<file path="config.mk">
export PLATFORM = sky130hd
export DESIGN_NAME = vm_page_table
export DESIGN_NICKNAME = d
export VERILOG_FILES = /design/src/rtl/vm_pkg.sv /design/src/rtl/vm_page_table.sv
export SDC_FILE = /design/constraint.sdc
export NUM_CORES = 2
export LEC_CHECK = 0
export CAP_MARGIN = 5
export CORE_MARGIN = 1
export CORE_UTILIZATION = 46
export CTS_CLUSTER_DIAMETER = 100
export DETAILED_ROUTE_END_ITERATION = 10
export SLEW_MARGIN = 5
export SYNTH_ARGS = -nofsm -noshare
export SYNTH_HDL_FRONTEND = slang
export SYNTH_SLANG_ARGS = --single-unit
</file>
<file path="constraint.sdc">
create_clock -name clk -period 8.6 [get_ports clk]
set_input_delay 1.72 -clock clk [delete_from_list [all_inputs] [get_ports clk]]
set_output_delay 1.72 -clock clk [all_outputs]
set_load 0.05 [all_outputs]
</file>
<file path="src/rtl/vm_pkg.sv">
// rtl/vm_pkg.sv - shared address-space widths and page table entry type
package vm_pkg;

  localparam int VA_W     = 12;
  localparam int PA_W     = 10;
  localparam int OFFSET_W = 4;
  localparam int VPN_W    = VA_W - OFFSET_W;
  localparam int PPN_W    = PA_W - OFFSET_W;

  typedef struct packed {
    logic             valid;
    logic             dirty;
    logic [PPN_W-1:0] ppn;
  } pte_t;

  // Identity map covers only the pages that exist physically; the rest start invalid.
  function automatic pte_t reset_pte(input int unsigned idx, input bit identity_map);
    pte_t e;
    e = '0;
    if (identity_map && (idx < (32'd1 << PPN_W))) begin
      e.valid = 1'b1;
      e.ppn   = PPN_W'(idx);
    end
    return e;
  endfunction

endpackage

</file>
<file path="src/rtl/vm_page_table.sv">
// rtl/vm_page_table.sv - single-level VPN->PPN table, async lookup, sync install/dirty-mark
module vm_page_table #(
  parameter int VPN_W   = vm_pkg::VPN_W,
  parameter int PPN_W   = vm_pkg::PPN_W,
  parameter bit RST_MAP = 1'b1
) (
  input  logic             clk,
  input  logic             rst,
  input  logic [VPN_W-1:0] vpn,
  output logic [PPN_W-1:0] ppn,
  output logic             valid,
  output logic             dirty,
  input  logic             wr_en,
  input  logic [VPN_W-1:0] wr_vpn,
  input  logic [PPN_W-1:0] wr_ppn,
  input  logic             wr_valid,
  input  logic             mark_dirty,
  input  logic [VPN_W-1:0] dirty_vpn
);

  import vm_pkg::*;

  localparam int DEPTH = 1 << VPN_W;

  pte_t table_q [DEPTH];
  pte_t lookup;

  // No bypass: a same-cycle read sees the entry as it was before this edge.
  assign lookup = table_q[vpn];
  assign ppn    = lookup.ppn;
  assign valid  = lookup.valid;
  assign dirty  = lookup.dirty;

  always_ff @(posedge clk) begin
    if (rst) begin
      for (int i = 0; i < DEPTH; i++) begin
        table_q[i] <= reset_pte(i, RST_MAP);
      end
    end else begin
      if (mark_dirty && table_q[dirty_vpn].valid) begin
        table_q[dirty_vpn].dirty <= 1'b1;
      end
      // Issued last so an install to the same index overrides the dirty mark.
      if (wr_en) begin
        table_q[wr_vpn] <= '{valid: wr_valid, dirty: 1'b0, ppn: wr_ppn};
      end
    end
  end

endmodule

</file>
==> impl.org <==
** Outcome
- Run status :: complete, no violations

** Synthesis
- Counting flops with a built-in enable in the synthesized netlist gives 1792.
- Number of cells produced by synthesis :: 7083
- A synthesized cell averages 13.8 um2.
- The synthesized design contains roughly 2000 register bits.
- Counting every net in the synthesized netlist gives 7118.
- Among all flip-flop cells after synthesis, the most frequent one is sky130_fd_sc_hd__edfxtp_1.
- The commonest cells after synthesis are 1792 x sky130_fd_sc_hd__edfxtp_1, 1103 x sky130_fd_sc_hd__and3_1, 639 x sky130_fd_sc_hd__clkbuf_1.
- Top post-synthesis cells by area :: sky130_fd_sc_hd__edfxtp_1 55%, sky130_fd_sc_hd__mux4_2 14%, sky130_fd_sc_hd__and3_1 7.1%
- Of the synthesized area, sequential elements account for 0.605.
- Of the post-synthesis cell area, the dominant cell type holds 0.552.
- Summed over all instances, the cell type with the most area after synthesis is sky130_fd_sc_hd__edfxtp_1.
- Distinct cells, synth :: 70
- In this run the cell area of the synthesized design comes to 97500 um2.
- Top-count cell post-synth :: sky130_fd_sc_hd__edfxtp_1
- Fraction of registers with async set/reset :: 0
- Number of warnings printed during yosys synthesis :: 0

** Clock tree
- Total clock buffers created by CTS :: 216
- At the later pin of the worst-skew pair, clock insertion delay measures between 0.8 and 0.9 ns.
- Clock tree from TritonCTS :: built
- The H-tree was split into 4 levels.
- Clock-pin slew of the registers on the worst-case setup and hold paths :: 0.06 ns
- Gates resized during post-CTS repair numbered 0.
- Maximum clock insertion buffer count :: 3
- The number of hold buffers added after CTS was 0.
- Post-CTS setup-driven buffer insertion count :: 0
- CTS Sinks :: 2048
- The tree is rooted in a sky130_fd_sc_hd__clkbuf_16.

** Timing
- The clock arrives with 0.0537 ns of skew.
- # setup viols final :: 0
- Static timing analysis puts the maximum clock frequency at 0.135 GHz.
- Final count of hold timing violations :: 0
- Number of pins with negative max-slew slack in the final report :: 0
- Setup repair after global routing missed its margin :: false
- Setup_tns :: 0 ns
- At the pin with the least slew margin, the transition time is 1.45 ns.
- Dividing the final minimum period by the clock period gives 0.864.
- The clock period could shrink to 7.43 ns.
- In this run the tightest slew margin relative to its limit is 0.0298.

** Cells and area
- Top flop regs :: table_q (2048)
- The register with the most flip-flops in the layout has 2048 of them.
- Proportion of layout cells with a drive suffix above 1 :: 0.193
- Ranked by flip-flop count, first place goes to table_q.
- Total Nets Final :: 6859
- Area grow syn2layout :: 10.6%
- The filler cells instantiated in the layout total 17400.

** Routing
- Vias per cell :: 6.57
- Once detail routing completed, the nets flagged for antenna violations numbered 0.
- Total routed wirelength :: 327 mm
- Detailed routing inserted a total of around 65000 vias.
- In this run, the number of DRC markers left after iteration 0 of detailed routing was 9672.
- After detailed routing, the average wire length per cell comes to 33.3 um.
- The first detailed-routing pass ran for 6 iterations.
- After detailed routing, the number of remaining DRC violations is 0.

** Die
- Die area :: approximately 210000 um2
- CORE AREA :: roughly 210000 um2
- Initial core utilization :: 0.464
- Measured along the y axis, the die boundary spans 462 um.
- In this run the horizontal extent of the chip is 462 um.
- Cell row count :: 168
- 43 I/O pins were placed.

** Critical path
- CP delay by family, top :: buffers and inverters
- Req. time, crit path :: 6.88 ns
- For flop-to-flop paths, the worst setup slack is 4.95 ns.
- STA classifies the critical path startpoint as an input pin.
- Of all nets on the critical path, the largest fanout is 59.
- Counting cells, the worst reg-to-reg path comes to 7.
- Endpoint of the most critical register-to-register path :: table_q[199][6]$_SDFF_PP0_
- The critical path is of the in2out type.
- Worst r2r src :: table_q[149][7]$_DFFE_PP_
- Worst stage delay on the critical path :: 0.75 ns
- Data on the critical path arrives at its endpoint at 5.71 ns.
- The cell that appears most often on the critical path is sky130_fd_sc_hd__mux4_2.
- Counting buffers and inverters, the worst setup path is 9 cells deep.
- Counting both buffers and inverters, the worst setup path holds a total of 3.
- Ordered cell list for the critical path :: buf_8 > buf_4 > mux4_2 > mux4_2 > nor2b_1 > a211oi_1 > or4_1 > nor3_1 > buf_12
- Slowest library cell on the worst path :: sky130_fd_sc_hd__a211oi_1
- Crit end category :: output port

** Min path
- In this run the most critical hold path is launched from table_q[211][6]$_SDFF_PP0_.
- The worst hold path was traced through 2 stages.
- Min-Delay Path Class :: reg2reg
- The worst hold path terminates at table_q[211][6]$_SDFF_PP0_.

** Global routing
- Summed over all layers, the global routing overflow is 0.
- The initial antenna violation count was 22.
- The first global-routing pass estimated 467 mm of wire.
- Largest net degree at the start of global routing :: approximately 140
- Via count of the first global-routing pass :: 62700
- For this run, the total global-route usage over all layers was measured as 0.301.

** Power
- Dividing total power by cell area gives a power density of ~210 nW/um2.
- The completed layout was analyzed and its total power is ~23 mW.
- Leakage :: 40.2 nW
- VDD sags by at most 0.000252 V.

** Placed design
- The HPWL after detailed placement is 205 mm.
- At the end of routability-driven placement, the weighted congestion stood at around 0.94.
- In this run the tool buffered the top-level ports with 42 buffer cells.

** Flow run
- Max-cap violations :: 0
how the worst max path moves through the flow:
stage | startpoint | endpoint
after global routing | vpn[0] | ppn[3]
after CTS | vpn[0] | ppn[3]
after detailed placement | vpn[0] | ppn[3]
after global placement | vpn[0] | ppn[5]
final | vpn[0] | ppn[3]
after floorplan | vpn[0] | dirty
tightest hold or removal path, delay by kind of cell (launching register included):
family | cells | cell delay, ns
DFF | 1 | 0.32
and+or+nand+nor | 1 | 0.05
AOI/OAI and AO/OA | 1 | 0.05
layout by cell type, fill, tap and decap left out, types with 193 or more instances in the layout:
| master | instances |
|---|---|
| sky130_fd_sc_hd__dfxtp_1 | 256 |
| sky130_fd_sc_hd__nor2_1 | 461 |
| sky130_fd_sc_hd__a22oi_1 | 193 |
| sky130_fd_sc_hd__edfxtp_1 | 1792 |
| sky130_fd_sc_hd__nand2_1 | 242 |
| sky130_fd_sc_hd__clkbuf_16 | 218 |
| sky130_fd_sc_hd__mux4_2 | 609 |
| sky130_fd_sc_hd__and2_1 | 441 |
| sky130_fd_sc_hd__and3_1 | 1103 |
| sky130_fd_sc_hd__buf_4 | 271 |
metal layers:
metal | share of wire | track usage | wire [um] | up-vias
met5 | 0.00070 | 0.00535 | 230 | -
met4 | 0.044 | 0.125 | 14300 | 12
met3 | 0.11 | 0.0667 | 34900 | 695
met2 | 0.46 | 0.458 | 149000 | 3894
met1 | 0.39 | 0.417 | 128000 | 33400
li1 | - | - | - | 26600
per-stage QoR:
step	util	setup slack, ns	instances	hold WS [ns]	area (um2)
after floorplan	-	2.22	7083	0.414	97500
after detailed placement	0.480	1.24	9411	0.440	101000
final	0.514	1.17	9824	0.457	108000
after global routing	0.513	1.09	9822	0.460	108000
after global placement	0.480	1.25	9411	0.428	101000
after CTS	0.513	1.25	9816	0.454	108000
report_power, final:
| part | switching, mW | total, mW | internal [mW] |
|---|---|---|---|
| registers | 0.171 | 11.5 | 11.3 |
| logic | 1.35 | 2.08 | 0.726 |
| clock network | 4.09 | 9.28 | 5.19 |
kinds of logic after synthesis:
kind of cell           after synthesis  share of synthesized area
AND/OR/NAND/NOR                   2529                      0.143
flip-flops                        2048                      0.605
buffers and inverters              947                     0.0408
AO/OA/AOI/OAI                      808                     0.0539
multiplexers                       751                      0.158
layout make-up:
| class | count | area, um2 | share of cell area |
|---|---|---|---|
| flip-flops and latches | 2048 | 58900 | 0.547 |
| clock inverters | 118 | 1090 | 0.0101 |
| clock buffers | 287 | 5870 | 0.0544 |
| repair buffers | 335 | 3040 | 0.0281 |
| well taps | 2805 | 3510 | 0.0325 |
| inverters | 135 | 514 | 0.00477 |
| diodes | 8 | 20.0 | 0.000186 |
| multi-input cells | 4088 | 34900 | 0.323 |
Note: power is estimated with default switching activity, not from simulation.
